$ cat config.mk
export PLATFORM = sky130hd
export DESIGN_NAME = bitcoin_nonce_sequencer_flat
export DESIGN_NICKNAME = d
export VERILOG_FILES = /design/src/rtl/bitcoin_nonce_sequencer_pkg.sv /design/src/rtl/bitcoin_nonce_sequencer_if.sv /design/src/rtl/bitcoin_nonce_sequencer.sv /design/src/flat_wrapper.sv
export SDC_FILE = /design/constraint.sdc
export NUM_CORES = 2
export LEC_CHECK = 0
export CAP_MARGIN = 30
export CORE_AREA = 4 4 673 675
export DETAILED_ROUTE_END_ITERATION = 16
export DIE_AREA = 0 0 677 679
export DONT_BUFFER_PORTS = 1
export GPL_ROUTABILITY_DRIVEN = 1
export GPL_TIMING_DRIVEN = 0
export PLACE_DENSITY = 0.34
export SLEW_MARGIN = 40
export SYNTH_ARGS = -nofsm -noshare
export SYNTH_HDL_FRONTEND = slang
export SYNTH_SLANG_ARGS = --single-unit
$ cat constraint.sdc
create_clock -name clk -period 2.9 [get_ports clk]
set_input_delay 0.435 -clock clk [delete_from_list [all_inputs] [get_ports clk]]
set_output_delay 0.435 -clock clk [all_outputs]
set_load 0.01 [all_outputs]
$ cat src/rtl/bitcoin_nonce_sequencer_pkg.sv
// Shared types, SHA-256 constants and the message-block builder for the nonce sequencer.
package bitcoin_nonce_sequencer_pkg;

    typedef logic [31:0]       word_t;
    typedef logic [7:0][31:0]  hash_t;   // element 0 is H0
    typedef logic [2:0][31:0]  tail_t;   // element 0 is header word 16
    typedef logic [15:0][31:0] msg_t;    // element 0 is message word 0

    localparam hash_t SHA256_IV = {
        32'h5be0cd19, 32'h1f83d9ab, 32'h9b05688c, 32'h510e527f,
        32'ha54ff53a, 32'h3c6ef372, 32'hbb67ae85, 32'h6a09e667
    };

    localparam word_t PAD_WORD = 32'h80000000;
    localparam word_t LEN_P1   = 32'd640;
    localparam word_t LEN_P2   = 32'd256;

    typedef enum logic [2:0] {
        S_IDLE,
        S_P1_START,
        S_P1_WAIT,
        S_P2_START,
        S_P2_WAIT,
        S_EMIT,
        S_FINISH
    } seq_state_t;

    typedef enum logic {
        PASS_1,
        PASS_2
    } pass_t;

    // Pass 1 finishes the 80-byte header; pass 2 hashes the 32-byte pass-1 digest.
    function automatic msg_t build_msg(input pass_t pass, input tail_t tail,
                                       input word_t nonce, input hash_t p1);
        msg_t m;
        m = '0;
        if (pass == PASS_1) begin
            m[0]  = tail[0];
            m[1]  = tail[1];
            m[2]  = tail[2];
            m[3]  = nonce;
            m[4]  = PAD_WORD;
            m[15] = LEN_P1;
        end else begin
            for (int i = 0; i < 8; i++) begin
                m[i] = p1[i];
            end
            m[8]  = PAD_WORD;
            m[15] = LEN_P2;
        end
        return m;
    endfunction

endpackage

$ cat src/rtl/bitcoin_nonce_sequencer_if.sv
// Compression-core request/response lines and the result stream of the nonce sequencer.
interface bitcoin_nonce_sequencer_if;
    import bitcoin_nonce_sequencer_pkg::*;

    logic  core_start;
    msg_t  core_message;
    hash_t core_starter_hash;
    logic  core_done;
    hash_t core_hash;

    logic  result_valid;
    logic  result_ready;
    word_t result_nonce;
    hash_t result_hash;

    modport master (
        output core_start,
        output core_message,
        output core_starter_hash,
        input  core_done,
        input  core_hash,
        output result_valid,
        input  result_ready,
        output result_nonce,
        output result_hash
    );

    modport slave (
        input  core_start,
        input  core_message,
        input  core_starter_hash,
        output core_done,
        output core_hash,
        input  result_valid,
        output result_ready,
        input  result_nonce,
        input  result_hash
    );

endinterface

$ cat src/rtl/bitcoin_nonce_sequencer.sv
// Sweeps a nonce range, running two compression passes per nonce (SHA256d) and streaming results.
module bitcoin_nonce_sequencer
    import bitcoin_nonce_sequencer_pkg::*;
#(
    parameter int CNT_W = 16
) (
    input  logic                   clk,
    input  logic                   reset_n,
    input  logic                   start,
    input  hash_t                  midstate,
    input  tail_t                  header_tail,
    input  word_t                  nonce_base,
    input  logic [CNT_W-1:0]       num_nonces,
    bitcoin_nonce_sequencer_if.master bus,
    output logic                   busy,
    output logic                   done
);

    seq_state_t       state_q, state_d;
    hash_t            mid_q, mid_d;
    tail_t            tail_q, tail_d;
    word_t            nonce_q, nonce_d;
    logic [CNT_W-1:0] remaining_q, remaining_d;
    hash_t            p1_q, p1_d;

    logic             core_start_q, core_start_d;
    msg_t             core_msg_q, core_msg_d;
    hash_t            core_sh_q, core_sh_d;
    logic             result_valid_q, result_valid_d;
    word_t            result_nonce_q, result_nonce_d;
    hash_t            result_hash_q, result_hash_d;
    logic             busy_q, busy_d;
    logic             done_q, done_d;

    always_comb begin
        state_d        = state_q;
        mid_d          = mid_q;
        tail_d         = tail_q;
        nonce_d        = nonce_q;
        remaining_d    = remaining_q;
        p1_d           = p1_q;
        core_msg_d     = core_msg_q;
        core_sh_d      = core_sh_q;
        result_nonce_d = result_nonce_q;
        result_hash_d  = result_hash_q;

        unique case (state_q)
            S_IDLE: begin
                if (start) begin
                    mid_d       = midstate;
                    tail_d      = header_tail;
                    nonce_d     = nonce_base;
                    remaining_d = num_nonces;
                    state_d     = (num_nonces == '0) ? S_FINISH : S_P1_START;
                end
            end
            S_P1_START: state_d = S_P1_WAIT;
            S_P1_WAIT: begin
                if (bus.core_done) begin
                    p1_d    = bus.core_hash;
                    state_d = S_P2_START;
                end
            end
            S_P2_START: state_d = S_P2_WAIT;
            S_P2_WAIT: begin
                if (bus.core_done) begin
                    result_hash_d  = bus.core_hash;
                    result_nonce_d = nonce_q;
                    state_d        = S_EMIT;
                end
            end
            S_EMIT: begin
                if (bus.result_ready) begin
                    nonce_d     = nonce_q + 32'd1;
                    remaining_d = remaining_q - CNT_W'(1);
                    state_d     = (remaining_q == CNT_W'(1)) ? S_FINISH : S_P1_START;
                end
            end
            S_FINISH: state_d = S_IDLE;
            default:  state_d = S_IDLE;
        endcase

        // Core operands are built from the next-state values so a pass launched straight
        // out of IDLE or EMIT already sees the freshly latched or incremented nonce.
        if (state_d == S_P1_START) begin
            core_msg_d = build_msg(PASS_1, tail_d, nonce_d, p1_d);
            core_sh_d  = mid_d;
        end else if (state_d == S_P2_START) begin
            core_msg_d = build_msg(PASS_2, tail_d, nonce_d, p1_d);
            core_sh_d  = SHA256_IV;
        end

        core_start_d   = (state_d == S_P1_START) || (state_d == S_P2_START);
        result_valid_d = (state_d == S_EMIT);
        done_d         = (state_d == S_FINISH);
        busy_d         = (state_d != S_IDLE);
    end

    always_ff @(posedge clk or negedge reset_n) begin
        if (!reset_n) begin
            state_q        <= S_IDLE;
            mid_q          <= '0;
            tail_q         <= '0;
            nonce_q        <= '0;
            remaining_q    <= '0;
            p1_q           <= '0;
            core_start_q   <= 1'b0;
            core_msg_q     <= '0;
            core_sh_q      <= '0;
            result_valid_q <= 1'b0;
            result_nonce_q <= '0;
            result_hash_q  <= '0;
            busy_q         <= 1'b0;
            done_q         <= 1'b0;
        end else begin
            state_q        <= state_d;
            mid_q          <= mid_d;
            tail_q         <= tail_d;
            nonce_q        <= nonce_d;
            remaining_q    <= remaining_d;
            p1_q           <= p1_d;
            core_start_q   <= core_start_d;
            core_msg_q     <= core_msg_d;
            core_sh_q      <= core_sh_d;
            result_valid_q <= result_valid_d;
            result_nonce_q <= result_nonce_d;
            result_hash_q  <= result_hash_d;
            busy_q         <= busy_d;
            done_q         <= done_d;
        end
    end

    assign bus.core_start        = core_start_q;
    assign bus.core_message      = core_msg_q;
    assign bus.core_starter_hash = core_sh_q;
    assign bus.result_valid      = result_valid_q;
    assign bus.result_nonce      = result_nonce_q;
    assign bus.result_hash       = result_hash_q;
    assign busy                  = busy_q;
    assign done                  = done_q;

endmodule

$ cat src/flat_wrapper.sv
// flat-port wrapper written by rule: the top's interface ports become plain ports
module bitcoin_nonce_sequencer_flat import bitcoin_nonce_sequencer_pkg::*;
#(
    parameter int CNT_W = 16
)
  (clk, reset_n, start, midstate, header_tail, nonce_base, num_nonces, busy, done, bus_core_start, bus_core_message, bus_core_starter_hash, bus_core_done, bus_core_hash, bus_result_valid, bus_result_ready, bus_result_nonce, bus_result_hash);
  bitcoin_nonce_sequencer_if bus_i ();
  input  logic clk;
  input  logic reset_n;
  input  logic start;
  input  hash_t midstate;
  input  tail_t header_tail;
  input  word_t nonce_base;
  input  logic [CNT_W-1:0] num_nonces;
  output logic busy;
  output logic done;
  output wire logic [$bits(bus_i.core_start)-1:0] bus_core_start;
  output wire logic [$bits(bus_i.core_message)-1:0] bus_core_message;
  output wire logic [$bits(bus_i.core_starter_hash)-1:0] bus_core_starter_hash;
  input wire logic [$bits(bus_i.core_done)-1:0] bus_core_done;
  input wire logic [$bits(bus_i.core_hash)-1:0] bus_core_hash;
  output wire logic [$bits(bus_i.result_valid)-1:0] bus_result_valid;
  input wire logic [$bits(bus_i.result_ready)-1:0] bus_result_ready;
  output wire logic [$bits(bus_i.result_nonce)-1:0] bus_result_nonce;
  output wire logic [$bits(bus_i.result_hash)-1:0] bus_result_hash;
  assign bus_core_start = bus_i.core_start;
  assign bus_core_message = bus_i.core_message;
  assign bus_core_starter_hash = bus_i.core_starter_hash;
  assign bus_i.core_done = bus_core_done;
  assign bus_i.core_hash = bus_core_hash;
  assign bus_result_valid = bus_i.result_valid;
  assign bus_i.result_ready = bus_result_ready;
  assign bus_result_nonce = bus_i.result_nonce;
  assign bus_result_hash = bus_i.result_hash;
  bitcoin_nonce_sequencer #(.CNT_W(CNT_W)) u_core (.clk(clk), .reset_n(reset_n), .start(start), .midstate(midstate), .header_tail(header_tail), .nonce_base(nonce_base), .num_nonces(num_nonces), .bus(bus_i), .busy(busy), .done(done));
endmodule
==> out/metrics.cfg <==
[outcome]
status=complete, but fails checks
failed_checks=hold timing

[die]
coreArea_sq_mm=0.448
die_y_um=679
rows=246
start_util=0.111
dieArea_sq_mm=0.460
ioPinCount=1721
die-width_um=677

[sta]
worstMarginPinSlew_ps=993
finalClockSkew_ps=52.3
min_period_ps=2870
holdWs_ps=-742
finalMaxSlewViolations=0
max_freq_mhz=349
relSlewSlack=0.336
finalCritPeriodShare=0.988
setup_viol=0
hold_violations=107
setup_tns_ps=0

[power_and_ir_drop]
power_density_mw_per_mm2=1180
cellLeakagePower_nw=32.9
p_total_mw=85.1
ir_drop_mv=0.467

[cts]
htreeDepth=4
clkTransAtPathRegs_ps=70
cts_sinks=1209
cts_hold_buf=653
clockRootBuffer=clkbuf_16
clk_path_buf_depth=4
clk_latency_ps=880
cts_buffers=168
cts_tree=yes

[routing]
via_count=42200
via_per_inst=3.40
drt-total-wl_mm=364
ant_nets=0
drc=0
wl_per_cell_um=29.3
drt_iter0_drc=2873
drt_pass1_iterations=8

[final_layout]
area_delta_synth_final_pct=45.1
drive_gt1_frac=0.169
finalInstanceArea_sq_mm=0.0722
n_fill_cell=50400
nets=6890
final_util=0.161

[yosys]
synth_top_area_frac=0.608
yosys-top-cells-area=dfrtp_1 61%, nand2_1 17%, mux2_2 6.5%, buf_4 4.1%, o21ai_0 2.9%
synth_seq_area_share=0.608
synth_edf_count=0
synthArstFlopShare=1.00
syn-mean-instance-area_sq_um=9.75
synth_seq_cells=1209
syn-instance-count=5102
yosys.area.top_type=dfrtp_1
synth_cell_type_count=59
netlist_area_sq_mm=0.0497
synth_ff_type=dfrtp_1
ys_warn_count=0

[placement]
place_area_sq_mm=0.0590
gp_congestion=0.912
dpl.hpwl_mm=304
port_buffers=0

[worst_setup_path]
critPathMaxFanout=7
worstPathRequired_ps=3670
crit_arrival_ps=3630
end_kind=flip-flop
path_class=reg -> reg
r2r_cells=6
r2r_slack_ps=30
cp-start-kind=flip-flop

[global_route]
grt_max_degree=133
grt_pass1_vias=42800
track_usage=0.152
grt_pass1_wl_mm=463
antenna_found_initial=190
grt.overflow.total=0

[worst_hold_path]
min_path_type=in -> async

[flow_run]
cap_viol_max_count=0

==> worst paths after layout <==
path / from / end
worst max-delay path: u_core.nonce_q[6]$_DFF_PN0_ / u_core.bus.core_message[119]$_DFFE_PN0P_
worst min-delay path: reset_n / u_core.mid_q[58]$_DFF_PN0_
worst max register to register: u_core.nonce_q[6]$_DFF_PN0_ / u_core.bus.core_message[119]$_DFFE_PN0P_
worst min register to register: u_core.mid_q[45]$_DFF_PN0_ / u_core.mid_q[45]$_DFF_PN0_
max in group asynchronous: reset_n / u_core.bus.core_starter_hash[206]$_DFFE_PN0P_
min in group clk: nonce_base[22] / u_core.nonce_q[22]$_DFF_PN0_
==> cell type report <==
class | count | area [sq um] | area share
diodes | 123 | 308 | 0.00427
plain buffers | 554 | 3840 | 0.0532
clock buffers | 242 | 4850 | 0.0673
clock inverters | 48 | 569 | 0.00789
inverters | 24 | 90.1 | 0.00125
multi-input cells | 3559 | 17200 | 0.238
flip-flops and latches | 1209 | 30300 | 0.419
well taps | 5952 | 7450 | 0.103
repair buffers | 710 | 7590 | 0.105
==> worst max-delay path: stages (launching register included) <==
cell      delay (ps)
dfrtp_1          570
nand4_1          340
nor4_1           630
nand3_1          320
o311ai_2         510
nand3_4          260
nand3_1          160
==> metal layers <==
layer | share of wire | vias to the layer above | global-route usage
li1 | - | 18500 | -
met1 | 0.37 | 21300 | 0.169
met2 | 0.51 | 1911 | 0.277
met3 | 0.081 | 521 | 0.0483
met4 | 0.032 | 66 | 0.0421
met5 | 0.0011 | - | 0
==> stage by stage <==
stage                     hold WS [ps]  setup WS [ps]  cells
after global routing              -842          -20.5  12400
after detailed placement           140          -1940  11300
after floorplan                    139            411   5353
final                             -742           33.6  12400
after global placement             193          -4620  11300
after CTS                         -871          -42.6  12300
==> sequential cells by signal, indices dropped and copies added, names as in the netlist <==
| signal | count |
|---|---|
| u_core.bus.core_start | 1 |
| u_core.busy | 1 |
| u_core.bus.result_nonce | 32 |
| u_core.bus.core_message | 258 |
| u_core.nonce_q | 32 |
| u_core.mid_q | 256 |
| u_core.tail_q | 96 |
| u_core.state_q | 3 |
| u_core.bus.result_hash | 256 |
| u_core.bus.result_valid | 1 |
| u_core.bus.core_starter_hash | 256 |
| u_core.done | 1 |
| u_core.remaining_q | 16 |
==> power by group <==
group	switching, mW	total [mW]	internal [mW]
sequential	12.7	37.1	24.4
clock	8.71	21.0	12.3
combinational	17.8	27.0	9.24
total	39.1	85.1	45.9
==> cells in the mapped netlist, types with 2 or more instances <==
| library cell | count |
|---|---|
| nand2_1 | 2246 |
| dfrtp_1 | 1209 |
| mux2_2 | 289 |
| o21ai_0 | 285 |
| buf_4 | 271 |
| nand3_1 | 248 |
| clkbuf_1 | 196 |
| buf_2 | 47 |
| buf_6 | 27 |
| nor2_1 | 27 |
| inv_1 | 23 |
| a21oi_1 | 22 |
| buf_1 | 20 |
| nor4_1 | 17 |
| o211ai_1 | 15 |
| a22oi_1 | 14 |
| nand4_1 | 13 |
| a21o_1 | 11 |
| nor3_1 | 10 |
| o311ai_0 | 9 |
| or4_1 | 8 |
| a221o_1 | 6 |
| and4_1 | 6 |
| o21ai_1 | 6 |
| and2_1 | 5 |
| nor4b_1 | 5 |
| o22ai_1 | 5 |
| a211o_1 | 4 |
| and3_1 | 4 |
| nor2b_1 | 4 |
| a22o_1 | 3 |
| a31oi_1 | 3 |
| a32oi_1 | 3 |
| ha_1 | 3 |
| mux2i_1 | 3 |
| nand2b_1 | 3 |
| o22a_1 | 3 |
| or3_1 | 3 |
| a21boi_0 | 2 |
| a221oi_1 | 2 |
| nand3b_1 | 2 |
| o211a_1 | 2 |
| o21a_1 | 2 |
==> cells in the final DEF, fill, tap and decap left out, types with 25 or more instances in the layout <==
cell type	synthesis	layout
buf_4	271	296
dfrtp_1	1209	1200
buf_6	27	27
o21ai_0	285	283
conb_1	1	252
clkbuf_2	0	41
nand3_1	248	232
mux2_2	289	289
dlygate4sd3_1	0	653
nor2_1	27	25
clkbuf_16	0	171
clkbuf_1	196	157
buf_16	0	26
diode_2	0	123
buf_2	47	33
clkbuf_8	0	44
nand2_1	2246	2243
==> kinds of logic after synthesis <==
family                   count (synthesis)  synth area share
buffers and inverters                  585            0.0699
AO/OA/AOI/OAI                          405            0.0465
AND/OR/NAND/NOR                       2606             0.208
adder cells (fa/ha/maj)                  3          0.000755
multiplexers                           292            0.0660
flip-flops                            1209             0.608
other                                    1         0.0000754
XOR/XNOR                                 1          0.000176
==> what timing repair did <==
item,CTS,global route
endpoints found under the hold margin,1271,107
gates resized for setup,152,32
gates cloned,5,1
setup endpoints to repair,1043,415
pin swaps,6,2
setup buffers,18,2
Note: power is estimated with default switching activity, not from simulation.
